`src/rtl/mmio_uart_tx.sv`:
```
// Memory-mapped 8N1 console transmitter: TXDATA stores fill a small FIFO,
// and a serializer drains it onto tx with no gap between queued frames.
module mmio_uart_tx #(
   parameter int unsigned CLK_DIV    = 4,
   parameter int unsigned FIFO_DEPTH = 8,
   parameter logic [31:0] BASE_ADDR  = 32'h1000_0000
) (
   input  logic        clk,
   input  logic        rst,
   input  logic        bus_we,
   input  logic        bus_re,
   input  logic [31:0] bus_addr,
   input  logic [31:0] bus_wdata,
   output logic [31:0] bus_rdata,
   output logic        tx,
   output logic        busy
);

   localparam int unsigned PW = $clog2(FIFO_DEPTH);
   localparam int unsigned CW = PW + 1;
   localparam int unsigned BW = $clog2(CLK_DIV);

   localparam logic [31:0]   STATUS_ADDR = BASE_ADDR + 32'd4;
   localparam logic [CW-1:0] FULL_COUNT  = CW'(FIFO_DEPTH);
   localparam logic [CW-1:0] CNT_ONE     = CW'(1);
   localparam logic [PW-1:0] PTR_ONE     = PW'(1);
   localparam logic [BW-1:0] BAUD_LAST   = BW'(CLK_DIV - 1);
   localparam logic [BW-1:0] BAUD_ONE    = BW'(1);

   typedef enum logic [1:0] {IDLE, START, DATA, STOP} state_t;

   logic [7:0]    mem [FIFO_DEPTH];
   logic [PW-1:0] wr_ptr;
   logic [PW-1:0] rd_ptr;
   logic [CW-1:0] count;
   logic          overflow;

   state_t        state;
   logic [BW-1:0] baud;
   logic [2:0]    bit_idx;
   logic [7:0]    shreg;

   logic          wr_hit;
   logic          rd_status;
   logic          full;
   logic          empty;
   logic          push;
   logic          drop;
   logic          pop;
   logic          baud_last;
   logic [31:0]   status;
   logic          unused_wdata;

   assign unused_wdata = ^bus_wdata[31:8];

   always_comb begin
      wr_hit    = bus_we && (bus_addr == BASE_ADDR);
      rd_status = bus_re && (bus_addr == STATUS_ADDR);
      full      = (count == FULL_COUNT);
      empty     = (count == '0);
      push      = wr_hit && !full;
      drop      = wr_hit && full;
      baud_last = (baud == BAUD_LAST);
      // The serializer pops from IDLE, or on the final STOP cycle to chain frames.
      pop       = !empty && ((state == IDLE) || ((state == STOP) && baud_last));
   end

   always_comb begin
      status            = '0;
      status[0]         = full;
      status[1]         = empty;
      status[2]         = (state != IDLE);
      status[3]         = overflow;
      status[8 +: CW]   = count;
   end

   assign busy = !empty || (state != IDLE);

   always_ff @(posedge clk) begin
      if (push) begin
         mem[wr_ptr] <= bus_wdata[7:0];
      end
   end

   always_ff @(posedge clk) begin
      if (!rst) begin
         wr_ptr   <= '0;
         rd_ptr   <= '0;
         count    <= '0;
         overflow <= 1'b0;
      end else begin
         if (push) begin
            wr_ptr <= wr_ptr + PTR_ONE;
         end
         if (pop) begin
            rd_ptr <= rd_ptr + PTR_ONE;
         end
         case ({push, pop})
            2'b10:   count <= count + CNT_ONE;
            2'b01:   count <= count - CNT_ONE;
            default: count <= count;
         endcase
         // A drop in the same cycle as a STATUS read wins, so it is not lost.
         if (drop) begin
            overflow <= 1'b1;
         end else if (rd_status) begin
            overflow <= 1'b0;
         end
      end
   end

   always_ff @(posedge clk) begin
      if (!rst) begin
         bus_rdata <= '0;
      end else if (rd_status) begin
         bus_rdata <= status;
      end else begin
         bus_rdata <= '0;
      end
   end

   always_ff @(posedge clk) begin
      if (!rst) begin
         state   <= IDLE;
         baud    <= '0;
         bit_idx <= '0;
         shreg   <= '0;
         tx      <= 1'b1;
      end else begin
         case (state)
            IDLE: begin
               baud <= '0;
               tx   <= 1'b1;
               if (pop) begin
                  shreg <= mem[rd_ptr];
                  tx    <= 1'b0;
                  state <= START;
               end
            end
            START: begin
               if (baud_last) begin
                  baud    <= '0;
                  bit_idx <= '0;
                  tx      <= shreg[0];
                  state   <= DATA;
               end else begin
                  baud <= baud + BAUD_ONE;
               end
            end
            DATA: begin
               if (baud_last) begin
                  baud <= '0;
                  if (bit_idx == 3'd7) begin
                     tx    <= 1'b1;
                     state <= STOP;
                  end else begin
                     bit_idx <= bit_idx + 3'd1;
                     shreg   <= shreg >> 1;
                     tx      <= shreg[1];
                  end
               end else begin
                  baud <= baud + BAUD_ONE;
               end
            end
            STOP: begin
               if (baud_last) begin
                  baud <= '0;
                  if (pop) begin
                     shreg <= mem[rd_ptr];
                     tx    <= 1'b0;
                     state <= START;
                  end else begin
                     state <= IDLE;
                  end
               end else begin
                  baud <= baud + BAUD_ONE;
               end
            end
            default: begin
               state <= IDLE;
               tx    <= 1'b1;
            end
         endcase
      end
   end

endmodule

```
`config.mk`:
```
export PLATFORM = sky130hd
export DESIGN_NAME = mmio_uart_tx
export DESIGN_NICKNAME = d
export VERILOG_FILES = /design/src/rtl/mmio_uart_tx.sv
export SDC_FILE = /design/constraint.sdc
export NUM_CORES = 1
export LEC_CHECK = 0
export CAP_MARGIN = 0
export CORE_MARGIN = 1.5
export CORE_UTILIZATION = 50
export CTS_CLUSTER_DIAMETER = 150
export DETAILED_ROUTE_END_ITERATION = 6
export HOLD_SLACK_MARGIN = 0.1
export PLACE_DENSITY = 0.86
export SLEW_MARGIN = 20
export SYNTH_ARGS = -nofsm -noshare
export SYNTH_HDL_FRONTEND = slang
export SYNTH_SLANG_ARGS = --single-unit
export TNS_END_PERCENT = 50
```
`constraint.sdc`:
```
create_clock -name clk -period 3.6 [get_ports clk]
set_input_delay 0.72 -clock clk [delete_from_list [all_inputs] [get_ports clk]]
set_output_delay 0.72 -clock clk [all_outputs]
set_load 0.005 [all_outputs]
```
==> impl_metrics.json <==
{
  "status": "finished clean",
  "skew_ps": 6.84,
  "fin_tns_setup_ps": 0,
  "yosysUniqueCellTypes": 52,
  "cp_max_fo": 5,
  "cpPeakStageDelay_ps": 460,
  "worstMarginPinSlew_ps": 947,
  "cts-root-buf": "clkbuf_8",
  "rr_worst_depth": 10,
  "startpoint_type": "input port",
  "slew_viol_final": 0,
  "synth_area_um2": 4520,
  "avgSynthCellArea_um2": 13.9,
  "drtPass1Iterations": 4,
  "hpwl_um": 5900,
  "slew_headroom_pct": 36.0,
  "max-vdd-ir-drop_mv": 0.300,
  "crit_chain": "clkdlybuf4s50_1, nor4_1, nand4_2, or3_1, ha_1, xor2_1, ha_1, a21oi_1, xor2_1, or3_1, a21oi_1",
  "grt_pass1_vias": 2827,
  "clkTransAtPathRegs_ps": 100,
  "cp-end-kind": "flop",
  "core_um2": 8720,
  "drt_wl_total_um": 8310,
  "nets": 465,
  "synth_edf_count": 64,
  "grt-ovfl-total": 0,
  "reg2reg_slack_ps": 810,
  "drive_above_1_share_pct": 13.9,
  "cts_resized": 0,
  "clock_latency_ps": 370,
  "drc_errors": 0,
  "cts_hold_buf": 0,
  "clock-sinks": 102,
  "power_per_cell_area_nw_per_um2": 401,
  "synthArstFlopShare_pct": 0,
  "htreeDepth": 3,
  "finalCritPeriodShare_pct": 86.4,
  "die_x_um": 98.0,
  "grt_setup_unrepaired": "no",
  "holdPathEnd": "baud[0]$_SDFF_PP0_",
  "hold_viol_final": 0,
  "path_class": "in -> reg",
  "n_antenna_cell": 0,
  "wl_per_cell_um": 16.7,
  "synthCells": 325,
  "antenna_found_initial": 0,
  "ys_warn_count": 0,
  "cts_max_path_buffers": 2,
  "syn2layout_area_growth_pct": 17.1,
  "maxCapViolCount": 0,
  "post_cts_buffers": 0,
  "post_drt_via_cell_ratio": 5.71,
  "dieArea_um2": 9610,
  "rows": 34,
  "timing.rr.end": "count[2]$_SDFFE_PN0P_",
  "ios": 102,
  "vias": 2837,
  "gp_congestion": 0.769,
  "arrival_ps": 3400,
  "fmaxAchievable_mhz": 322,
  "ys.flop_type": "edfxtp_1",
  "setup_viol": 0,
  "cts_tree": "yes",
  "grt_max_degree": 22,
  "required_ps": 3890,
  "drtIter0Drc": 239,
  "crit_path_top_delay_cell": "or3_1",
  "grt.total_usage_pct": 18.2,
  "synth-seq-area-share_pct": 59.4,
  "dieHeight_um": 98.0,
  "period_needed_ps": 3110,
  "rr_startpoint": "count[1]$_SDFFE_PN0P_",
  "hold_path_depth": 1,
  "hold_slack_ps": 437,
  "hold_start": "baud[0]$_SDFF_PP0_",
  "portBuffers": 53,
  "drtAntennaViolNets": 0,
  "hold_path_class": "reg -> reg",
  "synth-seq-cells": 102,
  "initial_utilization_pct": 51.8,
  "cts_buffers": 9,
  "leakage_nw": 1.78,
  "grt_pass1_wl_um": 13600
}
-- cell usage in the layout, fill, tap and decap left out, types with 4 or more instances in the layout --
cell,synthesis,layout
o21ai_1,9,9
o21ai_0,7,7
mux4_2,16,16
buf_4,24,11
and2_1,6,6
nor3_1,5,5
clkbuf_8,0,9
ha_1,13,13
nor2_1,14,14
edfxtp_1,64,64
nor2b_1,4,4
a21oi_1,9,9
nor4_2,5,5
nor4_1,9,9
conb_1,1,24
nand3_1,6,6
dfxtp_1,38,38
clkdlybuf4s50_1,0,53
mux2i_1,11,11
nand2_1,13,13
a22oi_1,10,10
or3_1,4,4
-- worst max-delay path by stage --
stage                      start                     to  slack (ps)  cells past startpoint
floorplan            bus_addr[1]  count[2]$_SDFFE_PN0P_         600                     10
global placement     bus_addr[1]  count[2]$_SDFFE_PN0P_         180                     11
detailed placement   bus_addr[1]  count[2]$_SDFFE_PN0P_         120                     11
CTS                  bus_addr[1]  count[2]$_SDFFE_PN0P_         500                     11
global route        bus_addr[22]  count[2]$_SDFFE_PN0P_         280                     11
finish               bus_addr[1]  count[2]$_SDFFE_PN0P_         490                     11
-- report_power, final --
part           total, W  switching (W)  internal, W
registers       0.00126     0.00000858      0.00125
clock network  0.000697       0.000426     0.000271
logic          0.000170      0.0000844    0.0000854
total           0.00212       0.000519      0.00160
-- per-layer routing --
layer  track usage, %  share of wire [%]
met1             21.8                 38
met2             31.5                 53
met3             2.79                6.7
met4             9.78                2.1
met5                0                  0
-- cells in the mapped netlist, types with 5 or more instances --
cell type | n | share of area [%]
o21ai_0 | 7 | 0.78
nand2_1 | 13 | 1.1
ha_1 | 13 | 3.6
a22oi_1 | 10 | 1.7
o21ai_1 | 9 | 1.0
nor3_1 | 5 | 0.55
clkbuf_1 | 6 | 0.50
nor2_1 | 14 | 1.2
buf_4 | 24 | 4.0
buf_2 | 5 | 0.55
nor4_2 | 5 | 1.4
nor4_1 | 9 | 1.2
edfxtp_1 | 64 | 43
and2_1 | 6 | 0.83
mux4_2 | 16 | 8.0
mux2i_1 | 11 | 2.4
a21oi_1 | 9 | 1.0
nand3_1 | 6 | 0.66
dfxtp_1 | 38 | 17
-- cell families (layout without fill, tap and decap cells) --
logic type                 Yosys count  count (layout)  share of synthesized area, %
xor gates and xnor gates             5               5                         0.970
DFF                                102             102                          59.4
other                                1              24                        0.0830
adders and majority gates           13              13                          3.60
AOI/OAI and AO/OA                   50              50                          7.89
buffers and inverters               42              83                          5.96
and+or+nand+nor                     83              83                          11.2
muxes                               29              29                          10.9
-- area by class of cell --
type / instances / area, um2
Clock buffer: 9 / 124
Clock inverter: 7 / 71.3
Fill cell: 622 / 3430
Inverter: 3 / 11.3
Multi-Input combinational cell: 204 / 1650
Sequential cell: 102 / 2680
Tap cell: 108 / 135
Timing Repair Buffer: 64 / 613
-- worst max-delay path, delay by kind of cell --
kind            cells  cell delay, ps
simple gates        4            1250
fa+ha+maj           2             490
buf+inv             1             400
compound gates      2             280
xor+xnor            2             250
-- per-stage QoR --
step,setup WS [ps],area (um2),instances,power [W],utilization (%)
4_1_cts,496,5290,497,0.00213,60.6
3_5_place_dp,121,5090,481,0.00145,58.4
3_3_place_gp,181,5090,481,0.00144,58.4
5_1_grt,285,5290,497,0.00219,60.6
2_1_floorplan,604,4600,348,0.00138,-
6_report,491,5290,497,0.00212,60.6
-- flip-flops by register name, indices dropped and copies added (netlist names), named ones only --
| name | count |
|---|---|
| count | 4 |
| bit_idx | 3 |
| overflow | 1 |
| mem | 64 |
| baud | 2 |
| wr_ptr | 3 |
| state | 2 |
| shreg | 8 |
| rd_ptr | 3 |
| tx | 1 |
| bus_rdata | 8 |
Power figures use the tool's default switching activity.
